[src/rtl/gps_grid_mapper.sv]
// GPS frame parser "$<lon>,<lat>*" with region check and sequential grid-index divider.
// Optional event counters (good_cnt, err_cnt) are enabled with GPS_GRID_STAT_EN.
module gps_grid_mapper #(
    parameter int NDIG    = 5,
    parameter int COORD_W = 17,
    parameter int GRID_W  = 9,
    parameter int LON_MIN = 10000,
    parameter int LON_MAX = 60000,
    parameter int LAT_MIN = 20000,
    parameter int LAT_MAX = 70000,
    parameter int CELL    = 100
) (
    input  logic              clk,
    input  logic              rst,
    input  logic              jw_we,
    input  logic [6:0]        jw_data,
    output logic [GRID_W-1:0] m,
    output logic [GRID_W-1:0] n,
    output logic              in_region,
    output logic              out_valid,
    output logic              frame_err,
    output logic              busy
`ifdef GPS_GRID_STAT_EN
    ,
    output logic [15:0]       good_cnt,
    output logic [15:0]       err_cnt
`endif
);

    localparam int CNT_W  = $clog2(NDIG + 1);
    localparam int STEP_W = $clog2(COORD_W + 1);
    localparam int REM_W  = $clog2(CELL + 1) + 1;

    typedef enum logic [2:0] {
        S_IDLE, S_LON, S_SEP, S_LAT, S_END, S_CHECK, S_DIV, S_OUT
    } state_t;

    state_t              state_q;
    logic [COORD_W-1:0]  acc_lon_q, acc_lat_q;
    logic [COORD_W-1:0]  acc_lon_d, acc_lat_d;
    logic [CNT_W-1:0]    cnt_q;
    logic [COORD_W-1:0]  dvd_lon_q, dvd_lat_q;
    logic [REM_W-1:0]    rem_lon_q, rem_lat_q;
    logic [STEP_W-1:0]   step_q;
    logic                region_hit_q;
    logic [GRID_W-1:0]   m_q, n_q;
    logic                in_region_q, out_valid_q, frame_err_q;

    logic                is_digit_s, is_dollar_s, is_comma_s, is_star_s, region_s;
    logic [6:0]          digit_s;

    // One restoring-division step: shift the next dividend bit into the remainder, quotient bit in at LSB.
    function automatic logic [REM_W+COORD_W-1:0] div_step(input logic [REM_W-1:0] r,
                                                          input logic [COORD_W-1:0] q);
        logic [REM_W-1:0] t;
        t = {r[REM_W-2:0], q[COORD_W-1]};
        if (t >= REM_W'(CELL)) begin
            div_step = {t - REM_W'(CELL), q[COORD_W-2:0], 1'b1};
        end else begin
            div_step = {t, q[COORD_W-2:0], 1'b0};
        end
    endfunction

    function automatic logic [GRID_W-1:0] sat_idx(input logic [COORD_W-1:0] q);
        if ((q >> GRID_W) != '0) begin
            sat_idx = {GRID_W{1'b1}};
        end else begin
            sat_idx = q[GRID_W-1:0];
        end
    endfunction

    // Character classification, decimal accumulation and region test
    always_comb begin
        is_digit_s  = (jw_data >= 7'h30) && (jw_data <= 7'h39);
        is_dollar_s = (jw_data == 7'h24);
        is_comma_s  = (jw_data == 7'h2C);
        is_star_s   = (jw_data == 7'h2A);
        digit_s     = jw_data - 7'h30;
        acc_lon_d   = acc_lon_q * COORD_W'(10) + COORD_W'(digit_s);
        acc_lat_d   = acc_lat_q * COORD_W'(10) + COORD_W'(digit_s);
        region_s    = (acc_lon_q >= COORD_W'(LON_MIN)) && (acc_lon_q <= COORD_W'(LON_MAX)) &&
                      (acc_lat_q >= COORD_W'(LAT_MIN)) && (acc_lat_q <= COORD_W'(LAT_MAX));
    end

    // Frame FSM, dividers and registered outputs
    always_ff @(posedge clk) begin
        if (!rst) begin
            state_q      <= S_IDLE;
            acc_lon_q    <= '0;
            acc_lat_q    <= '0;
            cnt_q        <= '0;
            dvd_lon_q    <= '0;
            dvd_lat_q    <= '0;
            rem_lon_q    <= '0;
            rem_lat_q    <= '0;
            step_q       <= '0;
            region_hit_q <= 1'b0;
            m_q          <= '0;
            n_q          <= '0;
            in_region_q  <= 1'b0;
            out_valid_q  <= 1'b0;
            frame_err_q  <= 1'b0;
        end else begin
            out_valid_q <= 1'b0;
            frame_err_q <= 1'b0;
            case (state_q)
                S_IDLE: begin
                    if (jw_we && is_dollar_s) begin
                        acc_lon_q <= '0;
                        acc_lat_q <= '0;
                        cnt_q     <= '0;
                        state_q   <= S_LON;
                    end
                end
                S_LON, S_LAT: begin
                    if (jw_we) begin
                        if (is_dollar_s) begin
                            acc_lon_q <= '0;
                            acc_lat_q <= '0;
                            cnt_q     <= '0;
                            state_q   <= S_LON;
                        end else if (is_digit_s) begin
                            if (state_q == S_LON) begin
                                acc_lon_q <= acc_lon_d;
                            end else begin
                                acc_lat_q <= acc_lat_d;
                            end
                            if (cnt_q == CNT_W'(NDIG - 1)) begin
                                cnt_q   <= '0;
                                state_q <= (state_q == S_LON) ? S_SEP : S_END;
                            end else begin
                                cnt_q <= cnt_q + CNT_W'(1);
                            end
                        end else begin
                            frame_err_q <= 1'b1;
                            state_q     <= S_IDLE;
                        end
                    end
                end
                S_SEP, S_END: begin
                    if (jw_we) begin
                        if (is_dollar_s) begin
                            acc_lon_q <= '0;
                            acc_lat_q <= '0;
                            cnt_q     <= '0;
                            state_q   <= S_LON;
                        end else if (state_q == S_SEP && is_comma_s) begin
                            state_q <= S_LAT;
                        end else if (state_q == S_END && is_star_s) begin
                            state_q <= S_CHECK;
                        end else begin
                            frame_err_q <= 1'b1;
                            state_q     <= S_IDLE;
                        end
                    end
                end
                S_CHECK: begin
                    region_hit_q <= region_s;
                    rem_lon_q    <= '0;
                    rem_lat_q    <= '0;
                    step_q       <= '0;
                    if (region_s) begin
                        dvd_lon_q <= acc_lon_q - COORD_W'(LON_MIN);
                        dvd_lat_q <= acc_lat_q - COORD_W'(LAT_MIN);
                        state_q   <= S_DIV;
                    end else begin
                        state_q <= S_OUT;
                    end
                end
                S_DIV: begin
                    {rem_lon_q, dvd_lon_q} <= div_step(rem_lon_q, dvd_lon_q);
                    {rem_lat_q, dvd_lat_q} <= div_step(rem_lat_q, dvd_lat_q);
                    step_q <= step_q + STEP_W'(1);
                    if (step_q == STEP_W'(COORD_W - 1)) begin
                        state_q <= S_OUT;
                    end
                end
                S_OUT: begin
                    // Outside the region the indices keep their last in-region values.
                    out_valid_q <= 1'b1;
                    in_region_q <= region_hit_q;
                    if (region_hit_q) begin
                        n_q <= sat_idx(dvd_lon_q);
                        m_q <= sat_idx(dvd_lat_q);
                    end
                    state_q <= S_IDLE;
                end
                default: state_q <= S_IDLE;
            endcase
        end
    end

    assign m         = m_q;
    assign n         = n_q;
    assign in_region = in_region_q;
    assign out_valid = out_valid_q;
    assign frame_err = frame_err_q;
    assign busy      = (state_q == S_CHECK) || (state_q == S_DIV) || (state_q == S_OUT);

`ifdef GPS_GRID_STAT_EN
    logic [15:0] good_cnt_q, err_cnt_q;

    // Wrapping counters of completed and malformed frames
    always_ff @(posedge clk) begin
        if (!rst) begin
            good_cnt_q <= 16'd0;
            err_cnt_q  <= 16'd0;
        end else begin
            if (out_valid_q) begin
                good_cnt_q <= good_cnt_q + 16'd1;
            end
            if (frame_err_q) begin
                err_cnt_q <= err_cnt_q + 16'd1;
            end
        end
    end

    assign good_cnt = good_cnt_q;
    assign err_cnt  = err_cnt_q;
`endif

endmodule

[config.mk]
export PLATFORM = sky130hd
export DESIGN_NAME = gps_grid_mapper
export DESIGN_NICKNAME = d
export VERILOG_FILES = /design/src/rtl/gps_grid_mapper.sv
export SDC_FILE = /design/constraint.sdc
export NUM_CORES = 1
export LEC_CHECK = 0
export ABC_CLOCK_PERIOD_IN_PS = 4200
export CAP_MARGIN = 30
export CORE_ASPECT_RATIO = 1.75
export CORE_UTILIZATION = 56
export CTS_BUF_LIST = sky130_fd_sc_hd__clkbuf_16
export DETAILED_ROUTE_END_ITERATION = 12
export GPL_ROUTABILITY_DRIVEN = 0
export GPL_TIMING_DRIVEN = 0
export PLACE_DENSITY = 0.71
export SKIP_LAST_GASP = 1
export SLEW_MARGIN = 20
export SYNTH_ARGS = -nofsm -noshare
export SYNTH_HDL_FRONTEND = slang
export SYNTH_SLANG_ARGS = --single-unit
export TNS_END_PERCENT = 30
[constraint.sdc]
create_clock -name clk -period 4.2 [get_ports clk]
set_clock_uncertainty 0.1 [all_clocks]
set_input_delay 1.05 -clock clk [delete_from_list [all_inputs] [get_ports clk]]
set_output_delay 1.05 -clock clk [all_outputs]
set_load 0.005 [all_outputs]
* After elaboration in Yosys (flattened, before gate mapping) *
Index checks and enable logic that the tools add are counted.

word-level totals
  output and inout port bits = 22
  bits of input ports = 10
  logic and storage cells = 132
  register bits = 115

cells by class
  multiplexer cells = 54
  add/subtract/negate cells = 9
  $lt $le $gt $ge = 8
  reduce and logical (&&, ||, !) cells = 22
  equality and inequality tests = 22
  multiply operators = 2

operators with widths
  kind                      count
  $mux W17                  13
  $pmux W17 S3              2
  $pmux W17 S2              2
  $mux W3                   18
  $mux W24                  2
  $add A17 B7 Y17           2
  $mul A17 B3 Y16 const B   2
  $reduce_bool A17 Y1       2
  $pmux W7 S2               2
  $eq A7 B6 Y1 const B      3
  $mux W9                   2
  $pmux W3 S6               1
  $ge A17 B14 Y1 const B    1
  $ge A17 B15 Y1 const B    1
  $le A17 B16 Y1 const B    1
  $le A17 B17 Y1 const B    1
  $sub A17 B14 Y17 const B  1
  $sub A17 B15 Y17 const B  1
  $ge A8 B7 Y1 const B      2
  $eq A3 B3 Y1 const B      5
  $reduce_and A7 Y1         2
  $sub A7 B7 Y7 const B     2
  $ne A2 B2 Y1 const B      6
  $pmux W5 S2               1
  other kinds (22)          42

* Logic depth before layout (Yosys ltp) *
Gate-level depths: netlist (run 1).

  word-level depth = 7
  depth in mapped cells = 14
  mapped depth without buffers = 14

* Least setup slack after synthesis (run 1) *
No wires, ideal clock.

  path kind = input -> register
  start point = input jw_data[4]
  end point = register acc_lat_q[16]
  slack = 1.024 ns
  data required time = 3.982 ns
  stages on the path = 11
  path buffers = 0
  setup time = 0.118 ns
  arrival time = 2.958 ns
  cells stage by stage = ha_1 ha_1 ha_1 o21ai_0 nand2b_1 o311a_1 and4bb_1 nand4_1 xnor2_1 xnor2_1 o21ai_1

on the way
  word-level cells in the longest chain between the ends = 7
  elaborated cells on any way between the ends = 17
  classes of those cells = add/sub: 2; order compare: 2; eq/ne: 5; mux: 5; reduce/logical: 3

ends and longest elaborated chain
  element               line  RTL
  start, declared       16    input logic [6:0] jw_data,
  $sub A7 B6 Y7         78    digit_s = jw_data - 7'h30;
  $add A17 B7 Y17       80    acc_lat_d = acc_lat_q * COORD_W'(10) + COORD_W'(digit_s);
  $mux W17              123   if (state_q == S_LON) begin
  $mux W17              122   end else if (is_digit_s) begin
  $mux W17              117   if (is_dollar_s) begin
  $mux W17              116   if (jw_we) begin
  $pmux W17 S3          106   case (state_q)
  end signal, assigned  126   acc_lat_q <= acc_lat_d;
  end, declared         39    logic [COORD_W-1:0] acc_lon_q, acc_lat_q;

Parallel ways exist; a longest one is shown, timed or not. The select of a mux whose other input is x is not followed.
A chain may end at the register's enable or synchronous reset.

* Final worst setup path (run 1) *
  start point = input jw_data[2]
  end point = register acc_lat_q[12]

Same word-level chain as after synthesis.

==> results of run 1 <==
## logic make-up after synthesis
group | Yosys count | synth area share, %
AO/OA/AOI/OAI | 263 | 22.3
XOR/XNOR | 69 | 7.79
adder cells (fa/ha/maj) | 82 | 13.6
buffers and inverters | 77 | 5.16
flip-flops | 115 | 29.7
multiplexers | 38 | 4.91
AND/OR/NAND/NOR | 263 | 16.5
## power breakdown
| group | total [mW] | leakage, nW | internal, mW | switching [mW] |
|---|---|---|---|---|
| clock | 1.60 | 0.320 | 1.06 | 0.542 |
| combinational | 0.295 | 2.71 | 0.101 | 0.194 |
| sequential | 1.13 | 0.926 | 1.11 | 0.0219 |
| total | 3.03 | 3.95 | 2.27 | 0.758 |
## synth_stat cells, types with 5 or more instances
master,n
nand3b_1,5
nand2_1,56
a211oi_1,6
ha_1,78
nand4_1,10
nand2b_1,10
nand3_1,40
a21oi_1,62
nor4_1,7
xor2_1,31
o21ai_1,16
xnor2_1,38
clkbuf_1,26
nor3_1,14
inv_1,36
a31oi_1,6
mux2i_1,38
a22oi_1,33
o21ai_0,65
dfxtp_1,115
and3_1,6
o221a_2,18
nor2_1,86
a21o_1,11
nor2b_1,7
o31ai_1,6
## state kept, by name, summed over array words and instances (netlist names)
| signal | cells |
|---|---|
| region_hit_q | 1 |
| dvd_lon_q | 17 |
| cnt_q | 3 |
| rem_lon_q | 7 |
| frame_err | 1 |
| rem_lat_q | 7 |
| dvd_lat_q | 17 |
| out_valid | 1 |
| step_q | 5 |
| state_q | 3 |
| m | 9 |
| in_region | 1 |
| n | 9 |
| acc_lat_q | 17 |
| acc_lon_q | 17 |
## cell type report
| class | instances | share of cell area (%) |
|---|---|---|
| clock buffers | 17 | 4.76 |
| clock inverters | 15 | 2.56 |
| repair buffers | 31 | 3.47 |
| plain buffers | 41 | 2.97 |
| well taps | 174 | 2.44 |
| flip-flops and latches | 115 | 25.8 |
| inverters | 36 | 1.51 |
| multi-input cells | 715 | 56.5 |
## worst max-delay path by stage
stage / end / cells after the start
floorplan: acc_lat_q[16] / 11
global placement: acc_lat_q[13] / 11
detailed placement: acc_lat_q[12] / 11
CTS: acc_lat_q[12] / 11
global route: state_q[1] / 12
finish: acc_lat_q[12] / 11
## cell usage in the layout, fill, tap and decap left out, types with 17 or more instances in the layout
cell / synthesis / routed
dfxtp_1: 115 / 115
nor2_1: 86 / 86
ha_1: 78 / 78
o21ai_0: 65 / 65
a21oi_1: 62 / 62
nand2_1: 56 / 56
nand3_1: 40 / 40
xnor2_1: 38 / 38
mux2i_1: 38 / 38
inv_1: 36 / 36
a22oi_1: 33 / 33
clkdlybuf4s50_1: 1 / 32
xor2_1: 31 / 31
clkbuf_1: 26 / 26
o221a_2: 18 / 18
clkbuf_16: 0 / 17
## per-layer routing
metal  track usage [%]  part of all wire (%)  wire length (um)
met1              30.5                    39              8080
met2              58.2                    54             11300
met3              4.27                   3.0               618
met4              14.5                   4.3               889
met5                 0                     0                 0
## per-stage QoR
stage	instance area, um2	instances	worst slack (ns)
5_1_grt	8940	1144	0.299
6_report	8940	1144	0.444
4_1_cts	8940	1144	0.481
3_5_place_dp	8280	1112	0.0588
3_3_place_gp	8280	1112	0.124
2_1_floorplan	7750	907	1.02
==> impl_metrics.toml, run 1 <==
[clocking]
cts_made_buffers = 17
clock_path_buffers = 2
clkSlewWorstSetupHoldPaths_ns = 0.05
post_cts_resized = 0
hold_buffers = 0
postCtsSetupBuffers = 0
cts_tree = "built"
cts_sinks = 115
root_buffer = "clkbuf_16"
clkLatencyLatePin_ns = 0.42
cts-htree-levels = 4

[die]
dieWidth_um = 91.0
start_util_pct = 57.6
io_pins = 32
dieHeight_um = 158
dieArea_um2 = 14300
coreArea_um2 = 13500
row_count = 56

[min_path]
min_path_cells = 1
hold_class = "reg -> reg"
min_to = "step_q[4]"
holdCritStartpoint = "step_q[4]"

[final_layout]
area_delta_synth_final_pct = 15.2
drive_gt1_share_pct = 7.53
post-route-util_pct = 66.4
ff_latch_area_um2 = 2300
nNetsFinal = 1049
multi_input_area_um2 = 5050
antennaDiodeCount = 0
fillers = 1138

[route]
ant_nets = 0
drtPass1Iterations = 6
wl_per_cell_um = 18.2
via_per_inst = 6.16
drt_drc_violations_left = 0
via_count = 7051
totalWireLength_um = 20900
drt-initial-drc-count = 458

[yosys]
netlist_instances = 907
netlist-cell-type-count = 77
synth_nets = 999
synth_edf_count = 0
async_reset_ff_share_pct = 0
ys.warnings.count = 0
synth-seq-area-share_pct = 29.7
synth_top_cell_area_share_pct = 29.7
synth.ff_latch_count = 115
synth.top_cells.by_area = "dfxtp_1, ha_1, mux2i_1"
avgSynthCellArea_um2 = 8.55
synth_area_leader_cell = "dfxtp_1"
syn_area_um2 = 7750
synth_ff_type = "dfxtp_1"

[grt]
grt.total_usage_pct = 29.7
grt_max_degree = 17
antenna_found_initial = 0
grt_pass1_wl_um = 33900
grt_overflow = 0
grt_pass1_vias = 7077

[sta]
rsz0062_at_grt = "no"
finalSetupTns_ns = 0
hold_ws_ns = 0.372
slew_headroom_pct = 49.7
finalHoldViolCount = 0
tightest_slew_ns = 0.754
period_share_pct = 89.4
fmax_mhz = 266
setup_viol_count_final = 0
slew_viol_final = 0
finalCriticalPeriod_ns = 3.76

[power]
ir_drop_v = 0.000220
power-per-cell-area_nw_per_um2 = 339
p_total_mw = 3.03
power.leakage_nw = 3.95

[place]
dp_hpwl_um = 15900
port_buffers = 31

[critical_path]
crit_chain = "clkdlybuf4s50_1, nand2b_1, o21bai_1, a211oi_1, o21ba_2, o21ai_1, or2_2, buf_2, buf_2, a22oi_1, nor2_1"
cp_common_cell = "buf_2"
rr_endpoint = "acc_lon_q[16]"
critPathKind = "in -> reg"
reg2reg_depth = 11
arrival_ns = 3.95
cp-end-kind = "register"
r2r_setup_slack_ns = 0.63
regToRegStartpoint = "acc_lon_q[2]"
max_stage_delay_ns = 0.68
worst_setup_path_start_kind = "primary input"
cp.required_ns = 4.39
path_buf_inv = 3
critical_path.max_fanout = 10
crit_start = "jw_data[2]"
slowest_stage = "clkdlybuf4s50_1"
cp_top_family = "compound AO/OA/AOI/OAI gates"

[run_status]
outcome = "completed"

[flow_run]
maxCapViolCount = 0
(Power assumes the default switching activity.)
==> run 2, diff against run 1 <==
==> constraint.sdc (replaced) <==
create_clock -name clk -period 4.2 [get_ports clk]
set_clock_uncertainty 0.1 [all_clocks]
set_input_delay 1.05 -clock clk [delete_from_list [all_inputs] [get_ports clk]]
set_output_delay 1.05 -clock clk [all_outputs]
set_load 0.05 [all_outputs]
==> results of run 2 <==
The final DEF is identical to that of run 1. Status: completed.
Main changes from that run: total power 3.03 mW -> 3.04 mW
